<file path="src/rtl/ct_butterfly_stage.sv">
// Cooley-Tukey butterfly back-end for the q = 3329 NTT datapath.
// The even coefficient u is delayed to line up with the product t coming out
// of the Plantard multiplier. The block then produces x = (u + t) mod q and
// y = (u - t) mod q, and counts butterflies so it can flag the end of a layer.
module ct_butterfly_stage #(
  parameter int                    data_width = 12,
  parameter logic [data_width-1:0] q          = 12'd3329,
  parameter int                    MUL_LAT    = 4,
  parameter int                    N_BFLY     = 256
) (
  input  logic                  clk,
  input  logic                  rst,
  input  logic                  in_valid,
  input  logic [data_width-1:0] u_in,
  input  logic [data_width-1:0] t_in,
  output logic [data_width-1:0] x_out,
  output logic [data_width-1:0] y_out,
  output logic                  out_valid,
  output logic                  layer_done,
  output logic                  busy
);

  localparam int CNT_W = $clog2(N_BFLY);

  logic [MUL_LAT-1:0]    dl_v;
  logic [data_width-1:0] dl_u [MUL_LAT];
  logic                  v_d;
  logic [data_width-1:0] u_d;
  logic [data_width:0]   sum;
  logic [data_width-1:0] x_nxt;
  logic [data_width-1:0] y_nxt;
  logic [CNT_W-1:0]      bfly_cnt;

  // Delay line for {valid, u}, one stage per multiplier pipeline stage.
  always_ff @(posedge clk) begin
    if (!rst) begin
      dl_v <= '0;
      for (int i = 0; i < MUL_LAT; i++) dl_u[i] <= '0;
    end else begin
      dl_v[0] <= in_valid;
      dl_u[0] <= u_in;
      for (int i = 1; i < MUL_LAT; i++) begin
        dl_v[i] <= dl_v[i-1];
        dl_u[i] <= dl_u[i-1];
      end
    end
  end

  assign v_d = dl_v[MUL_LAT-1];
  assign u_d = dl_u[MUL_LAT-1];

  // Modular add/sub. The difference wraps modulo 2^data_width and adding q
  // back lands in [0, q) whenever u < t, so no explicit sign bit is needed.
  always_comb begin
    sum   = {1'b0, u_d} + {1'b0, t_in};
    x_nxt = (sum >= {1'b0, q}) ? data_width'(sum - {1'b0, q}) : sum[data_width-1:0];
    y_nxt = (u_d >= t_in) ? (u_d - t_in) : (u_d - t_in + q);
  end

  // Output registers and per-layer butterfly counter; x/y hold on idle cycles.
  always_ff @(posedge clk) begin
    if (!rst) begin
      x_out      <= '0;
      y_out      <= '0;
      out_valid  <= 1'b0;
      layer_done <= 1'b0;
      bfly_cnt   <= '0;
    end else begin
      out_valid  <= v_d;
      layer_done <= v_d && (bfly_cnt == CNT_W'(N_BFLY - 1));
      if (v_d) begin
        x_out    <= x_nxt;
        y_out    <= y_nxt;
        bfly_cnt <= bfly_cnt + CNT_W'(1);
      end
    end
  end

  // Busy while any accepted beat has not yet been presented on the outputs.
  assign busy = (|dl_v) | out_valid;

endmodule

</file>
<file path="config.mk">
export PLATFORM = sky130hd
export DESIGN_NAME = ct_butterfly_stage
export DESIGN_NICKNAME = d
export VERILOG_FILES = /design/src/rtl/ct_butterfly_stage.sv
export SDC_FILE = /design/constraint.sdc
export NUM_CORES = 1
export LEC_CHECK = 0
export ABC_AREA = 0
export CAP_MARGIN = 20
export CORE_ASPECT_RATIO = 1.75
export CORE_UTILIZATION = 50
export DETAILED_ROUTE_END_ITERATION = 8
export GPL_TIMING_DRIVEN = 0
export MAX_ROUTING_LAYER = met4
export PLACE_DENSITY_LB_ADDON = 0.15
export SETUP_SLACK_MARGIN = 0.3
export SLEW_MARGIN = 20
export SYNTH_ARGS = -nofsm -noshare
export SYNTH_HDL_FRONTEND = slang
export SYNTH_SLANG_ARGS = --single-unit
export TNS_END_PERCENT = 50
</file>
<file path="constraint.sdc">
create_clock -name clk -period 4.1 [get_ports clk]
set_clock_uncertainty 0.15 [all_clocks]
set_input_delay 0.615 -clock clk [delete_from_list [all_inputs] [get_ports clk]]
set_output_delay 0.615 -clock clk [all_outputs]
set_load 0.01 [all_outputs]
</file>
==> out/results.ini <==
[job]
cap_violations=0

[logic_synthesis]
synth_enable_flop_cells=0
synth_xor_area_frac=0.0648
synthArstFlopShare=0
muxShareOfSynthArea=0.0112
synth_top_area_share=0.376
synth.largest_area_cell=dfxtp_1
synth_top_family_by_area=simple AND/OR/NAND/NOR gates
yosysWarnings=0
synth_area_um2=4580
synth-compound-area-share=0.175
ys_seq_area_frac=0.376
synthCells=515
synth.avg_cell_area_um2=8.89
synth_flop_cell=dfxtp_1
synth_fa_ha_area_frac=0.0852
synth_area_leaders=dfxtp_1 38%, ha_1 7.7%, and2_1 7.5%
post_synth_num_cell_types=71
ys_ff_latch=86
syn_nets=572
yosys.area_share.simple=0.236

[critical_path]
cp.required_ps=4230
arrival_ps=3870
end_kind=register
cp_max_fo=10
crit_type=in2reg
startpoint_type=primary input

[hold_path]
holdCritPathClass=reg2reg

[placement]
io_buffers=53
place.gp.congestion=0.873
place_area_um2=5260
place_ws_ps=-255
dp_hpwl_mm=8.18

[timing]
slew_violations=0
holdWs_ps=277
post-route-min-period_ps=3740
setup_slack_ps=361
worst_slew_pin_slew_ps=614
hold_violations=0
setup_viol=0
final.period_utilization=0.912
fmax_mhz=267
fin_setup_tns_ps=0
rsz0062_at_grt=true
relSlewSlack=0.588

[global_routing]
grt_max_degree=17
grt_first_pass_wirelength_mm=16.8
antenna_found_initial=0
grt_usage=0.241
grt_overflow=0
grt_pass1_vias=3537

[clocking]
clk_latency_ps=340
cts.path.max_buffers=2
cts_tree=done
clkSlewWorstSetupHoldPaths_ps=60
htreeDepth=3
cts_hold_buf=0
clock-sinks=86
numCtsBuffers=9
cts-root-buf=clkbuf_16

[route]
viasPerCell=5.42
vias=3873
drt_pass1_iterations=6
wl_per_cell_um=15.2
wirelength_mm=10.8
ant_nets=0
drt_iter0_drc=227
drc=0

[power_and_ir_drop]
vdd_ir_drop_max_mv=0.268
power_leakage_uw=0.00236
p_per_area_nw_per_um2=344
power_uw=1990

[cells_and_area]
area_growth_pct=26.8
drive_above_1_share=0.127
most-common-layout-cells=86 x dfxtp_1, 55 x and2_1, 53 x clkdlybuf4s50_1
post-route-cell-area_um2=5810
layout_commonest_cell=dfxtp_1
n_antenna_cell=0
final_net_count=649

[run_status]
status=finished, final reports clean

[floorplanning]
die_w_um=74.3
core-area_um2=8780
start_util=0.521
die_h_um=129
num_rows=45
pin_count=54
die_area_um2=9560

repair_timing:
item	4_1_cts	5_1_grt
buffers inserted	0	13
setup endpoints to repair	14	14
resized for setup	4	30
pin swaps	0	10
worst max-delay path, cell delays in order:
cell and delay [ps]:
clkdlybuf4s50_1 510, inv_1 60, ha_1 290, buf_6 150, clkinvlp_4 110, a2111oi_4 390, a211o_1 250, a21oi_1 120
or3_4 370, a32oi_4 320, a21oi_2 110, buf_6 160, a311o_1 350, nand3_1 80
report_power, final:
group          internal, uW  switching (uW)  total [uW]  leakage (uW)
logic                   139             164         303       0.00151
clock network           479             348         827      0.000144
registers               858            7.39         865      0.000701
total                  1480             519        1990       0.00236
kinds of logic after synthesis:
group,after synthesis
simple gates,197
compound gates,109
flops,86
buf+inv,55
xor+xnor,33
fa+ha+maj,30
mux,5
Yosys cell counts, types with 4 or more instances:
library cell / instances
dfxtp_1: 86
and2_1: 55
nor2_1: 43
nand2_1: 30
ha_1: 28
inv_1: 26
a21oi_1: 25
xnor2_1: 21
o21ai_0: 20
clkbuf_1: 18
a211oi_1: 13
nand3_1: 13
xor2_1: 11
nand2b_1: 9
nand4_1: 9
a31oi_1: 6
or3_1: 6
nand3b_1: 5
a21o_1: 4
mux2i_1: 4
nor2b_1: 4
worst paths after layout:
| check | start | endpoint | slack (ps) | cells past startpoint |
|---|---|---|---|---|
| worst max-delay path | t_in[6] | x_out[4]$_SDFFE_PN0P_ | 360 | 14 |
| worst min-delay path | dl_u[2][6]$_SDFF_PN0_ | dl_u[3][6]$_SDFF_PN0_ | 280 | 1 |
| worst max register to register | dl_u[3][0]$_SDFF_PN0_ | x_out[4]$_SDFFE_PN0P_ | 820 | 13 |
| worst min register to register | dl_u[2][6]$_SDFF_PN0_ | dl_u[3][6]$_SDFF_PN0_ | 280 | 1 |
final cells by class:
class / count / area, um2
fill: 789 / 2980
multi-input combinational: 374 / 2750
sequential: 86 / 1720
timing repair buffer: 66 / 628
clock buffer: 9 / 225
tap: 117 / 146
buffer: 26 / 139
inverter: 29 / 113
clock inverter: 7 / 78.8
stage by stage:
| stage | std cells | util |
|---|---|---|
| 3_3_place_gp | 685 | 0.598 |
| 3_5_place_dp | 685 | 0.598 |
| 6_report | 714 | 0.661 |
| 4_1_cts | 701 | 0.635 |
| 2_1_floorplan | 515 | - |
| 5_1_grt | 714 | 0.661 |
registers in the layout, summed over array words and instances, names as in the netlist:
name	count
y_out	12
bfly_cnt	8
layer_done	1
dl_u	48
x_out	12
dl_v	4
out_valid	1
routing by layer:
layer,part of all wire,vias up,global-route usage
li1,-,1936,-
met4,0.029,0,0.115
met1,0.39,1832,0.244
met3,0.028,27,0.0407
met2,0.56,78,0.436
met5,0,-,-
(Power assumes the default switching activity.)
